`src/rtl/pattern_detector_param_if.sv`:
```
// -----------------------------------------------------------------------------
// pattern_detector_param_if
//
// Purpose: groups the data, configuration and result signals of the serial
// pattern detector into one bundle. clk and rst are not part of it; they stay
// plain ports on the detector.
//
// Signals:
//   in           master->slave  serial data bit
//   valid        master->slave  qualifies in
//   overlap      master->slave  1 = overlapping detection, 0 = non-overlapping
//   cfg_load     master->slave  load strobe for cfg_pattern
//   cfg_pattern  master->slave  new pattern, MSB is the first bit of the sequence
//   cnt_clr      master->slave  synchronous clear of match_count
//   out          slave->master  registered single-cycle match pulse
//   match_count  slave->master  saturating match counter
//   cur_pattern  slave->master  currently active pattern
// -----------------------------------------------------------------------------
interface pattern_detector_param_if #(
   parameter int PAT_LEN = 5,
   parameter int CNT_W   = 8
);
   logic               in;
   logic               valid;
   logic               overlap;
   logic               cfg_load;
   logic [PAT_LEN-1:0] cfg_pattern;
   logic               cnt_clr;
   logic               out;
   logic [CNT_W-1:0]   match_count;
   logic [PAT_LEN-1:0] cur_pattern;

   // Stimulus side (bench or upstream logic).
   modport master (
      output in,
      output valid,
      output overlap,
      output cfg_load,
      output cfg_pattern,
      output cnt_clr,
      input  out,
      input  match_count,
      input  cur_pattern
   );

   // Detector side.
   modport slave (
      input  in,
      input  valid,
      input  overlap,
      input  cfg_load,
      input  cfg_pattern,
      input  cnt_clr,
      output out,
      output match_count,
      output cur_pattern
   );
endinterface

```
`src/rtl/pattern_detector_param.sv`:
```
// -----------------------------------------------------------------------------
// pattern_detector_param
//
// Purpose: serial bit-pattern detector with a run-time loadable pattern,
// selectable overlapping / non-overlapping detection and a saturating match
// counter.
//
// Parameters:
//   PAT_LEN   pattern length in bits (2..16)
//   PAT_INIT  pattern loaded at reset
//   CNT_W     width of the match counter
//
// Ports:
//   clk   rising-edge clock
//   rst   asynchronous active-high reset
//   bus   pattern_detector_param_if slave modport (data, config, results)
//
// Operation: each accepted bit (valid=1, cfg_load=0) is shifted into a history
// register, newest bit at the LSB. Once at least PAT_LEN bits have been
// accepted since the last flush, the shifted window is compared with the
// active pattern; a match produces a one-cycle pulse on out one edge later.
// -----------------------------------------------------------------------------
module pattern_detector_param #(
   parameter int                 PAT_LEN  = 5,
   parameter logic [PAT_LEN-1:0] PAT_INIT = 5'b01101,
   parameter int                 CNT_W    = 8
) (
   input  logic                      clk,
   input  logic                      rst,
   pattern_detector_param_if.slave   bus
);

   // fill counts 0..PAT_LEN inclusive.
   localparam int                FILL_W    = $clog2(PAT_LEN + 1);
   localparam logic [FILL_W-1:0] FILL_FULL = FILL_W'(PAT_LEN);
   // With this many bits already held, the incoming bit completes a window.
   localparam logic [FILL_W-1:0] FILL_ARM  = FILL_W'(PAT_LEN - 1);
   localparam logic [CNT_W-1:0]  CNT_MAX   = {CNT_W{1'b1}};

   logic [PAT_LEN-1:0] hist_q;
   logic [PAT_LEN-1:0] hist_d;
   logic [PAT_LEN-1:0] pat_q;
   logic [PAT_LEN-1:0] pat_d;
   logic [FILL_W-1:0]  fill_q;
   logic [FILL_W-1:0]  fill_d;
   logic               out_q;
   logic               out_d;
   logic [CNT_W-1:0]   count_q;
   logic [CNT_W-1:0]   count_d;

   logic               accept;
   logic [PAT_LEN-1:0] window;
   logic [PAT_LEN-1:0] eq_bits;
   logic               window_eq;
   logic               fill_armed;
   logic               hit;

   // A configuration load takes priority and swallows any sample offered in
   // the same cycle.
   assign accept = bus.valid & ~bus.cfg_load;

   // Window as it would look after shifting in the current bit.
   assign window = {hist_q[PAT_LEN-2:0], bus.in};

   // Bitwise equality against the active pattern.
   generate
      for (genvar gi = 0; gi < PAT_LEN; gi++) begin : g_cmp
         assign eq_bits[gi] = ~(window[gi] ^ pat_q[gi]);
      end
   endgenerate

   assign window_eq  = &eq_bits;
   assign fill_armed = (fill_q >= FILL_ARM);
   assign hit        = accept & window_eq & fill_armed;

   always_comb begin
      hist_d  = hist_q;
      fill_d  = fill_q;
      pat_d   = pat_q;
      out_d   = 1'b0;
      count_d = count_q;

      if (bus.cfg_load) begin
         // New pattern: any partially collected window is meaningless now.
         pat_d  = bus.cfg_pattern;
         hist_d = '0;
         fill_d = '0;
      end else if (accept) begin
         hist_d = window;
         out_d  = hit;
         if (hit && !bus.overlap) begin
            // Non-overlapping: none of the matched bits may start a new match.
            fill_d = '0;
         end else if (fill_q != FILL_FULL) begin
            fill_d = fill_q + FILL_W'(1);
         end
      end

      // Clear wins over the old value but a same-cycle match still counts.
      if (bus.cnt_clr) begin
         count_d = hit ? CNT_W'(1) : '0;
      end else if (hit && (count_q != CNT_MAX)) begin
         count_d = count_q + CNT_W'(1);
      end
   end

   always_ff @(posedge clk or posedge rst) begin
      if (rst) begin
         hist_q  <= '0;
         fill_q  <= '0;
         pat_q   <= PAT_INIT;
         out_q   <= 1'b0;
         count_q <= '0;
      end else begin
         hist_q  <= hist_d;
         fill_q  <= fill_d;
         pat_q   <= pat_d;
         out_q   <= out_d;
         count_q <= count_d;
      end
   end

   assign bus.out         = out_q;
   assign bus.match_count = count_q;
   assign bus.cur_pattern = pat_q;

endmodule
```
`src/flat_wrapper.sv`:
```
// flat-port wrapper written by rule: the top's interface ports become plain ports
module pattern_detector_param_flat 
#(
   parameter int                 PAT_LEN  = 5,
   parameter logic [PAT_LEN-1:0] PAT_INIT = 5'b01101,
   parameter int                 CNT_W    = 8
)
  (clk, rst, bus_in, bus_valid, bus_overlap, bus_cfg_load, bus_cfg_pattern, bus_cnt_clr, bus_out, bus_match_count, bus_cur_pattern);
  pattern_detector_param_if #(.PAT_LEN(PAT_LEN), .CNT_W(CNT_W)) bus_i ();
  input  logic clk;
  input  logic rst;
  input wire logic [$bits(bus_i.in)-1:0] bus_in;
  input wire logic [$bits(bus_i.valid)-1:0] bus_valid;
  input wire logic [$bits(bus_i.overlap)-1:0] bus_overlap;
  input wire logic [$bits(bus_i.cfg_load)-1:0] bus_cfg_load;
  input wire logic [$bits(bus_i.cfg_pattern)-1:0] bus_cfg_pattern;
  input wire logic [$bits(bus_i.cnt_clr)-1:0] bus_cnt_clr;
  output wire logic [$bits(bus_i.out)-1:0] bus_out;
  output wire logic [$bits(bus_i.match_count)-1:0] bus_match_count;
  output wire logic [$bits(bus_i.cur_pattern)-1:0] bus_cur_pattern;
  assign bus_i.in = bus_in;
  assign bus_i.valid = bus_valid;
  assign bus_i.overlap = bus_overlap;
  assign bus_i.cfg_load = bus_cfg_load;
  assign bus_i.cfg_pattern = bus_cfg_pattern;
  assign bus_i.cnt_clr = bus_cnt_clr;
  assign bus_out = bus_i.out;
  assign bus_match_count = bus_i.match_count;
  assign bus_cur_pattern = bus_i.cur_pattern;
  pattern_detector_param #(.PAT_LEN(PAT_LEN), .PAT_INIT(PAT_INIT), .CNT_W(CNT_W)) u_core (.clk(clk), .rst(rst), .bus(bus_i));
endmodule
```
`config.mk`:
```
export PLATFORM = sky130hd
export DESIGN_NAME = pattern_detector_param_flat
export DESIGN_NICKNAME = d
export VERILOG_FILES = /design/src/rtl/pattern_detector_param_if.sv /design/src/rtl/pattern_detector_param.sv /design/src/flat_wrapper.sv
export SDC_FILE = /design/constraint.sdc
export NUM_CORES = 1
export LEC_CHECK = 0
export ABC_AREA = 1
export CORE_AREA = 2 2 55 62
export DETAILED_ROUTE_END_ITERATION = 12
export DIE_AREA = 0 0 57 64
export SYNTH_ARGS = -nofsm -noshare
export SYNTH_HDL_FRONTEND = slang
export SYNTH_SLANG_ARGS = --single-unit
```
`constraint.sdc`:
```
create_clock -name clk -period 3.2 [get_ports clk]
set_clock_uncertainty 0.05 [all_clocks]
set_input_delay 0.48 -clock clk [delete_from_list [all_inputs] [get_ports clk]]
set_output_delay 0.48 -clock clk [all_outputs]
set_load 0.05 [all_outputs]
```
==> impl_metrics.tcl <==
set metrics [dict create \
    outcome "complete, no violations" \
    final_cell_count_no_fill 213 \
    postCtsHoldBufs 0 \
    grt_pass1_vias 941 \
    worstHoldPathType "flop to flop" \
    tightest_slew_ns 0.804 \
    p_total_uw 535 \
    critPathSlowestCell "clkdlybuf4s50_1" \
    timing.final.ws_setup_ns 0.991 \
    relSlewSlack_pct 46.3 \
    async_flop_share_pct 100 \
    clock_path_buffers 2 \
    crit_type "flop to output pin" \
    io_buffer_count 25 \
    cts_tree "built" \
    utilization_pct 48.9 \
    antenna_found_initial 0 \
    dp_slack_ns 0.995 \
    area_growth_pct 27.5 \
    cts_max_level 1 \
    p_per_area_nw_per_um2 366 \
    cp.arrival_ns 1.68 \
    path_delay_family "buffers and inverters" \
    grt_start_max_net_pins 22 \
    place_area_um2 1440 \
    synth_ff_type "dfrtp_1" \
    hold_viol_final 0 \
    fin_crit_ns 2.21 \
    insertion_delay_ns 0.31 \
    synth.area.top_cells "dfrtp_1, nand2_1, dfstp_2" \
    grtUsageTotal_pct 14.2 \
    synthTopCellsByCount "nand2_1, dfrtp_1, inv_1" \
    syn-cell-area_um2 1150 \
    vias 1016 \
    postLayoutCellArea_um2 1460 \
    numCtsBuffers 3 \
    cts_resized 0 \
    synth-seq-cells 21 \
    hpwl_um 1820 \
    max_clock_freq_mhz 453 \
    post-place-cells 209 \
    antennaDiodeCount 0 \
    max_stage_delay_ns 0.80 \
    drt_pass1_iterations 6 \
    wirelength_um 2350 \
    cts_root_buf "clkbuf_4" \
    finalMaxSlewViolations 0 \
    yosysSeqAreaShare_pct 46.1 \
    drc 0 \
    dieWidth_um 57 \
    initial_core_util_pct 38.3 \
    grt_pass1_wl_um 4060 \
    yosys.area.top_type "dfrtp_1" \
    cp.buffers_inverters 1 \
    layout.nets 195 \
    ant_nets 0 \
    synth_edf_count 0 \
    wire_per_inst_um 11.0 \
    core_area_um2 3000 \
    fp.dieH_um 64 \
    syn-num-nets 166 \
    setup_viol 0 \
    drv_cap 0 \
    cts_setup_buffers 0 \
    leakagePower_nw 0.709 \
    pin_count 26 \
    synth_cells 151 \
    finalCritPeriodShare_pct 69.0 \
    synth_top_area_share_pct 39.2 \
    cp-end-kind "output pin" \
    ir_drop_uv 195 \
    cp.required_ns 2.67 \
    crit_path_cell_trace "clkdlybuf4s50_1" \
    yosysMostFrequentCell "nand2_1" \
    yosysWarnings 0 \
    startpoint_type "flop" \
    globalRouteOverflowTotal 0 \
    synth_cell_types 23 \
    row_count 21 \
    die-area_um2 3650 \
    clk_pin_slew_worst_paths_ns 0.11 \
    dr.first_iter.drc_count 24 \
    drive_gt1_share_pct 10.1 \
    gp_congestion 0.873 \
    avgSynthCellArea_um2 7.61 \
    final.setup.tns_ns 0 \
    hold_slack_ns 0.445 \
    rsz0062_at_grt "false" \
    vias_per_cell 4.77 \
    clock-sinks 21 \
    worstPathMaxFanout 4 \
]
[area by class of cell]
class	count	area, um2
fillers	306	1530
well taps	34	42.5
repair buffers	25	250
flip-flops and latches	21	529
multi-input cells	107	529
inverters	22	86.3
clock buffers	4	26.3
[metal layers]
metal | GRT usage (%) | vias to the layer above | wire (um)
met4 | 6.10 | 0 | 40
met2 | 21.7 | 25 | 1070
met3 | 2.02 | 5 | 95
li1 | - | 520 | -
met1 | 19.9 | 466 | 1150
met5 | 0 | - | 0
[worst paths after layout]
check	from	to	slack, ns	depth (start not counted)
max	u_core.bus.cur_pattern[3]	bus_cur_pattern[3]	0.99	1
min	u_core.bus.cur_pattern[3]	u_core.bus.cur_pattern[3]	0.45	2
max reg2reg	u_core.bus.match_count[0]	u_core.bus.match_count[0]	1.66	9
min reg2reg	u_core.bus.cur_pattern[3]	u_core.bus.cur_pattern[3]	0.45	2
max in group asynchronous	rst	u_core.hist_q[0]	2.04	2
min in group asynchronous	rst	u_core.fill_q[1]	0.55	2
[cell usage in the layout, fill, tap and decap left out, drive strengths merged, types with 4 or more instances in the layout]
cell           Yosys  layout
clkbuf             1       4
clkdlybuf4s50      0      25
dfrtp             18      18
inv               21      21
nand2             58      58
nand3              6       6
nor2              17      17
o21ai              8       8
o22ai              4       4
xor2               5       5
[sequential cells by signal, indices dropped and copies added (netlist names)]
name and flops:
u_core.fill_q 3, u_core.bus.match_count 8, u_core.bus.out 1, u_core.bus.cur_pattern 5, u_core.hist_q 4
[tightest hold or removal path, delay by kind of cell, from the launching register on]
family | cells | cell delay [ns]
DFF | 1 | 0.40
and+or+nand+nor | 2 | 0.10
[where the power goes]
| group | internal (mW) | switching, mW | leakage, nW | total [mW] |
|---|---|---|---|---|
| combinational | 0.0419 | 0.0678 | 0.420 | 0.110 |
| sequential | 0.282 | 0.0129 | 0.275 | 0.294 |
| clock | 0.0486 | 0.0824 | 0.0150 | 0.131 |
| total | 0.372 | 0.163 | 0.709 | 0.535 |
[logic make-up after synthesis]
logic type | after synthesis | share of synthesized area [%]
xor+xnor | 6 | 4.58
compound gates | 14 | 6.86
buf+inv | 23 | 7.84
fa+ha+maj | 3 | 3.27
simple gates | 84 | 31.4
flops | 21 | 46.1
Note: power is estimated with default switching activity, not from simulation.
